$ cat config.mk
export PLATFORM = sky130hd
export DESIGN_NAME = apb_cmd_sequencer
export DESIGN_NICKNAME = d
export VERILOG_FILES = /design/src/rtl/apb_cmd_sequencer.sv
export SDC_FILE = /design/constraint.sdc
export NUM_CORES = 1
export LEC_CHECK = 0
export CAP_MARGIN = 15
export CORE_ASPECT_RATIO = 1.2
export CORE_MARGIN = 10
export CORE_UTILIZATION = 49
export CTS_CLUSTER_SIZE = 8
export DETAILED_ROUTE_END_ITERATION = 7
export GPL_ROUTABILITY_DRIVEN = 1
export GPL_TIMING_DRIVEN = 0
export PLACE_DENSITY_LB_ADDON = 0.05
export SLEW_MARGIN = 20
export SYNTH_ARGS = -nofsm -noshare
export SYNTH_HDL_FRONTEND = slang
export SYNTH_SLANG_ARGS = --single-unit
$ cat constraint.sdc
create_clock -name pclk -period 5 [get_ports pclk]
set_input_delay 0.5 -clock pclk [delete_from_list [all_inputs] [get_ports pclk]]
set_output_delay 0.5 -clock pclk [all_outputs]
set_load 0.02 [all_outputs]
$ cat src/rtl/apb_cmd_sequencer.sv
// apb_cmd_sequencer: queues read/write commands and turns each one into a single
// APB SETUP/ACCESS transfer on the protocol block, returning data and error status.
module apb_cmd_sequencer #(
    parameter int unsigned FIFO_DEPTH = 4,
    parameter int unsigned TIMEOUT    = 16
) (
    input  logic        pclk,
    input  logic        PRESETn,
    input  logic        cmd_valid,
    output logic        cmd_ready,
    input  logic        cmd_write,
    input  logic [1:0]  cmd_sel,
    input  logic [4:0]  cmd_addr,
    input  logic [31:0] cmd_wdata,
    output logic        transfer,
    output logic        pwrite,
    output logic        penable,
    output logic [1:0]  Psel,
    output logic [4:0]  write_paddr,
    output logic [4:0]  apb_read_paddr,
    output logic [31:0] write_data,
    input  logic        pready,
    input  logic [31:0] apb_read_data_out,
    input  logic        PSLVERR,
    input  logic [2:0]  Error_Identify,
    output logic        rsp_valid,
    input  logic        rsp_ready,
    output logic [31:0] rsp_rdata,
    output logic        rsp_err,
    output logic [2:0]  rsp_err_code
);
    localparam int unsigned PTR_W = $clog2(FIFO_DEPTH);
    // One extra bit so a TIMEOUT of 1 still gets a 1-bit counter.
    localparam int unsigned CNT_W = $clog2(TIMEOUT + 1);
    localparam logic [CNT_W-1:0] WAIT_LAST = CNT_W'(TIMEOUT - 1);
    localparam logic [PTR_W:0]   FULL_CNT  = (PTR_W + 1)'(FIFO_DEPTH);

    typedef struct packed {
        logic        write;
        logic [1:0]  sel;
        logic [4:0]  addr;
        logic [31:0] wdata;
    } cmd_t;

    typedef enum logic [1:0] {IDLE, SETUP, ACCESS, RESP} state_t;

    cmd_t             fifo_mem [FIFO_DEPTH];
    logic [PTR_W-1:0] wr_ptr;
    logic [PTR_W-1:0] rd_ptr;
    logic [PTR_W:0]   count;
    state_t           state;
    logic [CNT_W-1:0] wait_cnt;
    logic             push;
    logic             pop;
    cmd_t             head;

    assign cmd_ready = (count != FULL_CNT);
    assign push      = cmd_valid && cmd_ready;
    assign pop       = (state == IDLE) && (count != '0);
    assign head      = fifo_mem[rd_ptr];

    // Command storage; contents need no reset since count gates every read.
    always_ff @(posedge pclk) begin
        if (push) begin
            fifo_mem[wr_ptr] <= '{write: cmd_write, sel: cmd_sel, addr: cmd_addr,
                                  wdata: cmd_wdata};
        end
    end

    // FIFO pointers and occupancy; simultaneous push and pop leave count unchanged.
    always_ff @(posedge pclk or negedge PRESETn) begin
        if (!PRESETn) begin
            wr_ptr <= '0;
            rd_ptr <= '0;
            count  <= '0;
        end else begin
            if (push) wr_ptr <= wr_ptr + 1'b1;
            if (pop)  rd_ptr <= rd_ptr + 1'b1;
            if (push && !pop) begin
                count <= count + 1'b1;
            end else if (pop && !push) begin
                count <= count - 1'b1;
            end
        end
    end

    // Transfer sequencer with registered bus and response outputs.
    always_ff @(posedge pclk or negedge PRESETn) begin
        if (!PRESETn) begin
            state          <= IDLE;
            wait_cnt       <= '0;
            transfer       <= 1'b0;
            pwrite         <= 1'b0;
            penable        <= 1'b0;
            Psel           <= 2'b00;
            write_paddr    <= '0;
            apb_read_paddr <= '0;
            write_data     <= '0;
            rsp_valid      <= 1'b0;
            rsp_rdata      <= '0;
            rsp_err        <= 1'b0;
            rsp_err_code   <= 3'b000;
        end else begin
            case (state)
                IDLE: begin
                    if (pop) begin
                        if (head.sel == 2'd1 || head.sel == 2'd2) begin
                            // Loading the bus here makes the next cycle the SETUP phase.
                            transfer <= 1'b1;
                            penable  <= 1'b0;
                            Psel     <= head.sel;
                            pwrite   <= head.write;
                            if (head.write) begin
                                write_paddr <= head.addr;
                                write_data  <= head.wdata;
                            end else begin
                                apb_read_paddr <= head.addr;
                            end
                            state <= SETUP;
                        end else begin
                            // Bad select: answer with an error and never touch the bus.
                            rsp_valid    <= 1'b1;
                            rsp_err      <= 1'b1;
                            rsp_err_code <= 3'b110;
                            rsp_rdata    <= '0;
                            state        <= RESP;
                        end
                    end
                end
                SETUP: begin
                    penable  <= 1'b1;
                    wait_cnt <= '0;
                    state    <= ACCESS;
                end
                ACCESS: begin
                    if (pready) begin
                        rsp_rdata    <= pwrite ? 32'h0 : apb_read_data_out;
                        rsp_err      <= PSLVERR;
                        rsp_err_code <= PSLVERR ? Error_Identify : 3'b000;
                        transfer     <= 1'b0;
                        penable      <= 1'b0;
                        Psel         <= 2'b00;
                        rsp_valid    <= 1'b1;
                        state        <= RESP;
                    end else if (wait_cnt == WAIT_LAST) begin
                        rsp_rdata    <= '0;
                        rsp_err      <= 1'b1;
                        rsp_err_code <= 3'b111;
                        transfer     <= 1'b0;
                        penable      <= 1'b0;
                        Psel         <= 2'b00;
                        rsp_valid    <= 1'b1;
                        state        <= RESP;
                    end else begin
                        wait_cnt <= wait_cnt + 1'b1;
                    end
                end
                RESP: begin
                    if (rsp_ready) begin
                        rsp_valid <= 1'b0;
                        state     <= IDLE;
                    end
                end
                default: state <= IDLE;
            endcase
        end
    end

endmodule

==> summary.md, run 1 <==
| Metric | Value |
|---|---|
| Status | finished, final reports clean |
| Worst Path Arrival | 3600 ps |
| Final Hold Viols | 0 |
| Post-cts resize count | 0 |
| IO buf count | 164 |
| Worst slew margin | 0.4034 |
| CTS root buffer | clkbuf_16 |
| Setup_tns | 0 ps |
| Worst setup path category | flop to flop |
| DRT Wirelength | 27250 microns |
| Std cell rows | 60 |
| Layout Nets | 1003 |
| Die Area | 29000 sq um |
| Routed vias | 7016 |
| Max IR drop VDD | 389.8 uV |
| Final worst slack | 1801 ps |
| Worst setup EP type | flop |
| Overall Global Routing Usage | 0.1870 |
| Clock Sink Count | 258 |
| Ratio of cells with drive above 1 in the final layout | 0.1574 |
| Syn Inst Count | 703 |
| I/O pin cnt | 166 |
| Die Y | 184.6 microns |
| Clock transition at the registers of the reported paths | 50 ps |
| Pre-Repair DR Iteration Count | 7 |
| Initial antenna violation count | 0 |
| Die width | 157.1 microns |
| Initial Utilization | 0.4959 |
| # diodes | 0 |
| Core ar. | 22300 sq um |
| # DRC | 0 |
| Num CTS Buffers | 38 |
| Post-synthesis cell type count | 48 |
| GRT overflow | 0 |
| Average cell area after synthesis | 15.73 sq um |
| # setup viols final | 0 |
| Pre-CTS setup slack | 1795 ps |
| Setup Skew | 15.07 ps |
| Max Transition Viols Final | 0 |
| Post-DR wirelength/cell | 22.47 microns |
| Post-DP Area | 13100 sq um |
| Vias in the first global route | 7756 |
| Crit Path Max Fanout | 10 |
| Yosys warns | 0 |
| Worst slew pin tran | 894.9 ps |
| Sequential-to-total area share from yosys stat | 0.6563 |
| Critical Path RT | 5400 ps |
| DR iter-0 viols | 338 |
| Worst hold path type | input pin to async pin |
| Synthesized Nets | 797 |
| Synth-to-layout area growth | 28.48% |
| Fmax | 312.6 MHz |
| Unrepaired setup endpoints after global routing | no |
| HPWL Detailed | 18250 microns |
| Clk_lat worst skew | 510 ps |
| Largest net degree at the start of global routing | 67 |
| Number of max-cap violations | 0 |
| H-tree depth | 2 |
| Worst-case clock buffer depth | 3 |
| Post-route cell area | 14210 sq um |
| Worst setup SP type | flop |
| Final worst-path cycle share | 0.6398 |
| Routed vias/inst | 5.784 |
| Final min period | 3199 ps |
| Yosys reg bits | 258 |
| CTS tree | yes |
| Placer Congestion | 0.8511 |
| Leak pwr | 5.448 nW |
| Area of the mapped netlist | 11060 sq um |
| Global-route wire length before repair | 42440 microns |
| Final antenna-violating net count | 0 |
| PwrDens | 704.9 nW/um^2 |
-- power breakdown --
group / leakage, nW / internal [W] / switching (W)
clock network: 0.526 / 0.00145 / 0.000892
registers: 2.65 / 0.00299 / 0.000342
logic: 2.27 / 0.00201 / 0.00234
-- worst paths after layout --
kind	startpoint	end	slack, ps	cells past startpoint
min in group pclk	rsp_valid$_DFFE_PN0P_	rsp_valid$_DFFE_PN0P_	500	1
hold / removal	PRESETn	rsp_rdata[17]$_DFFE_PN0P_	460	2
setup reg to reg	state[1]$_DFFE_PN0P_	count[1]$_DFFE_PN0P_	1800	10
setup / recovery	state[1]$_DFFE_PN0P_	count[1]$_DFFE_PN0P_	1800	10
hold reg to reg	rsp_valid$_DFFE_PN0P_	rsp_valid$_DFFE_PN0P_	500	1
max in group asynchronous	PRESETn	write_data[22]$_DFFE_PN0P_	3850	3
-- routing by layer --
| layer | GRT usage | wire, microns | vias up |
|---|---|---|---|
| met5 | 0 | 0 | - |
| met4 | 0.05768 | 571 | 0 |
| met3 | 0.05061 | 2084 | 54 |
| met2 | 0.3254 | 14090 | 265 |
| met1 | 0.2208 | 10510 | 3561 |
| li1 | - | - | 3136 |
-- final cells by class --
type / instances / area (sq um)
multi-input cells: 386 / 3567
plain buffers: 48 / 211.5
fillers: 1646 / 8090
inverters: 11 / 41.29
repair buffers: 166 / 1680
well taps: 279 / 349.1
clock inverters: 3 / 37.54
flip-flops and latches: 258 / 7257
clock buffers: 62 / 1062
-- layout by cell type (no fill, tap or decap), types with 27 or more instances in the layout --
cell / count
clkdlybuf4s50_1: 163
edfxtp_1: 160
dfrtp_1: 98
clkbuf_1: 59
nand2_1: 48
mux4_2: 40
nand3_1: 40
clkbuf_16: 39
and3_1: 35
and2_1: 35
mux2i_1: 35
a32oi_1: 32
mux2_2: 27
-- logic make-up (layout without fill, tap and decap cells) --
group	after synthesis	after routing	synth area share
buf+inv	59	290	0.02286
mux	121	121	0.1665
xor+xnor	9	9	0.007808
fa+ha+maj	13	13	0.01539
flops	258	258	0.6563
compound gates	61	61	0.04561
simple gates	182	182	0.08555
-- synthesized netlist by cell type, drive strengths merged --
library cell | number | area share
edfxtp | 160 | 0.43
dfrtp | 98 | 0.22
nand2 | 48 | 0.016
mux2 | 46 | 0.053
mux4 | 40 | 0.081
nand3 | 40 | 0.018
and3 | 39 | 0.022
and2 | 36 | 0.020
clkbuf | 36 | 0.012
mux2i | 35 | 0.032
a32oi | 32 | 0.025
buf | 12 | 0.0069
ha | 12 | 0.014
inv | 10 | 0.0034
nor2 | 10 | 0.0034
xor2 | 5 | 0.0046
o21ai | 4 | 0.0018
xnor2 | 4 | 0.0032
a2111oi | 3 | 0.0024
a21oi | 3 | 0.0014
a221oi | 3 | 0.0024
a211o | 2 | 0.0016
a21o | 2 | 0.0014
a311oi | 2 | 0.0016
a31o | 2 | 0.0016
or3 | 2 | 0.0011
a211oi | 1 | 0.00068
a221o | 1 | 0.00091
a222oi | 1 | 0.00091
and3b | 1 | 0.00079
clkinv | 1 | 0.00034
fa | 1 | 0.0018
nand2b | 1 | 0.00057
nand4 | 1 | 0.00057
nor2b | 1 | 0.00057
nor3 | 1 | 0.00045
nor3b | 1 | 0.00068
nor4 | 1 | 0.00057
o21a | 1 | 0.00068
o21bai | 1 | 0.00068
o2bb2ai | 1 | 0.00079
o311ai | 1 | 0.00079
o31a | 1 | 0.00079
-- sequential cells by signal, indices dropped and copies added (netlist names) --
signal / count
rsp_rdata: 32
rd_ptr: 2
Psel: 2
wr_ptr: 2
rsp_valid: 1
write_data: 32
penable: 1
wait_cnt: 5
state: 2
transfer: 1
apb_read_paddr: 5
rsp_err_code: 3
write_paddr: 5
fifo_mem: 160
count: 3
pwrite: 1
rsp_err: 1
-- per-stage QoR --
step / total power [W] / instances / hold WS, ps / utilization
after detailed placement: 0.007742 / 1147 / 429.1 / 0.5874
after floorplan: 0.006107 / 703 / 204.4 / -
after global placement: 0.007557 / 1146 / 479.4 / 0.5852
after CTS: 0.01012 / 1213 / 461.2 / 0.6371
after global routing: 0.01059 / 1213 / 509.8 / 0.6371
final: 0.01001 / 1213 / 458.5 / 0.6371
-- timing repair --
action                     in CTS  in global routing
hold endpoints to repair       32                  0
setup endpoints to repair       0                  0
hold buffers                    1                  0
setup buffers                   0                  0
-- worst max-delay path, stage by stage (launching register included) --
cell      delay (ps)
dfrtp_1          410
inv_1            120
ha_1             170
clkbuf_1         330
o31a_1           390
clkinv_1         280
clkbuf_1         340
ha_1             310
inv_1             80
fa_1             400
mux2_2           270
Power figures use the tool's default switching activity.
==> run 2: changes to the inputs <==
==> constraint.sdc (replaced) <==
create_clock -name pclk -period 3.3 [get_ports pclk]
set_input_delay 0.33 -clock pclk [delete_from_list [all_inputs] [get_ports pclk]]
set_output_delay 0.33 -clock pclk [all_outputs]
set_load 0.02 [all_outputs]
==> summary.md, run 2 (synthesis results as in run 1) <==
| Metric | Value |
|---|---|
| Status | finished, final reports clean |
| Commonest non-fill, non-tap cell in the layout | clkdlybuf4s50_1 |
| Synth-to-layout area growth | 28.49% |
| Most flops, register | fifo_mem |
| Unrepaired setup endpoints after global routing | no |
| Die Area | 29000 sq um |
| Layout fillers | 1646 |
| Clk_lat worst skew | 510 ps |
| Max Transition Viols Final | 0 |
| Global-route wire length before repair | 42440 microns |
| Std cell rows | 60 |
| Ratio of cells with drive above 1 in the final layout | 0.1585 |
| Worst-case clock buffer depth | 3 |
| Routed vias | 7017 |
| Final min period | 3023 ps |
| H-tree depth | 2 |
| Largest net degree at the start of global routing | 67 |
| Die width | 157.1 microns |
| PnR Total Power | 0.01518 W |
| # setup viols final | 0 |
| Initial Utilization | 0.4959 |
| Final worst-path cycle share | 0.9162 |
| Most frequent cells in the layout | 163 x clkdlybuf4s50_1, 160 x edfxtp_1, 98 x dfrtp_1 |
| CTS root buffer | clkbuf_16 |
| Number of max-cap violations | 0 |
| Pre-Repair DR Iteration Count | 7 |
| IO buf count | 164 |
| Setup Skew | 15.45 ps |
| Top flop regs | fifo_mem: 160 flops, rsp_rdata: 32 flops, write_data: 32 flops |
| Post-DP Area | 13100 sq um |
| Core ar. | 22300 sq um |
| Leak pwr | 5.451 nW |
| Num CTS Buffers | 38 |
| Critical Path RT | 3700 ps |
| Overall Global Routing Usage | 0.1870 |
| Crit Path Max Fanout | 10 |
| Layout Nets | 1003 |
| Worst slew pin tran | 894.9 ps |
| Worst Path Arrival | 3420 ps |
| Postcts setup bufs | 0 |
| # diodes | 0 |
| Worst setup SP type | flop |
| Post-route cell area | 14210 sq um |
| Placer Congestion | 0.8511 |
| Clock transition at the registers of the reported paths | 50 ps |
| PwrDens | 1069 nW/um^2 |
| Die Y | 184.6 microns |
| Fmax | 330.8 MHz |
| Worst hold path type | input pin to async pin |
| Final Hold Viols | 0 |
| Post-DR wirelength/cell | 22.50 microns |
| DR iter-0 viols | 337 |
| HPWL Detailed | 18250 microns |
| Vias in the first global route | 7756 |
| # DRC | 0 |
| Routed vias/inst | 5.785 |
| Largest register FFs | 160 |
| Max IR drop VDD | 590.6 uV |
| CTS tree | yes |
| Worst setup EP type | flop |
| Final antenna-violating net count | 0 |
| DRT Wirelength | 27300 microns |
| I/O pin cnt | 166 |
| Worst setup path category | flop to flop |
| GRT overflow | 0 |
| Worst slew margin | 0.4034 |
| Clock Sink Count | 258 |
| Initial antenna violation count | 0 |
-- run 2: timing repair --
item	CTS	global route
hold endpoints to repair	32	0
hold buffers	1	0
endpoints found under the setup margin	0	2
resized for setup	0	2
-- run 2: per-layer routing --
layer,global-route usage,share of wire,vias to the layer above
met5,0,0,-
li1,-,-,3136
met4,0.05768,0.021,0
met2,0.3254,0.52,264
met1,0.2208,0.39,3557
met3,0.05061,0.077,60
-- run 2: final timing paths --
| kind | startpoint | to | slack, ps | cells after the start |
|---|---|---|---|---|
| max in group asynchronous | PRESETn | write_data[22]$_DFFE_PN0P_ | 2320 | 3 |
| hold / removal | PRESETn | rsp_rdata[17]$_DFFE_PN0P_ | 290 | 2 |
| setup reg to reg | state[1]$_DFFE_PN0P_ | count[1]$_DFFE_PN0P_ | 280 | 10 |
| hold reg to reg | rsp_valid$_DFFE_PN0P_ | rsp_valid$_DFFE_PN0P_ | 500 | 1 |
| min in group pclk | pready | rsp_err_code[0]$_DFFE_PN0P_ | 420 | 4 |
| setup / recovery | state[1]$_DFFE_PN0P_ | count[1]$_DFFE_PN0P_ | 280 | 10 |
-- run 2: critical path, stage by stage, from the launching register on --
cell and delay (ps):
dfrtp_1 400, inv_1 120, ha_1 170, clkbuf_2 210, o31a_1 340, clkinv_1 270
clkbuf_1 340, ha_1 310, inv_1 80, fa_1 400, mux2_2 270
-- run 2: per-stage QoR --
| stage | setup TNS (ps) | setup WS [ps] | hold WS, ps | instances | utilization |
|---|---|---|---|---|---|
| after global placement | -228780 | -2349 | 479.4 | 1146 | 0.5852 |
| after detailed placement | 0 | 94.62 | 259.1 | 1147 | 0.5874 |
| final | 0 | 276.6 | 288.7 | 1213 | 0.6372 |
| after floorplan | 0 | 753.1 | 34.41 | 703 | - |
| after CTS | 0 | 78.71 | 291.2 | 1213 | 0.6371 |
| after global routing | 0 | 34.66 | 339.8 | 1213 | 0.6372 |
-- run 2: final cells by class --
class | count | area [sq um] | share of cell area
plain buffers | 48 | 212.7 | 0.01497
clock buffers | 62 | 1062 | 0.07477
clock inverters | 3 | 37.54 | 0.002642
inverters | 11 | 41.29 | 0.002906
multi-input cells | 386 | 3567 | 0.2511
flip-flops and latches | 258 | 7257 | 0.5108
well taps | 279 | 349.1 | 0.02457
repair buffers | 166 | 1680 | 0.1183
-- run 2: where the power goes --
part,total (W),internal (W),switching [W]
Clock,0.00354,0.00219,0.00135
Combinational,0.00659,0.00304,0.00355
Sequential,0.00504,0.00453,0.000520
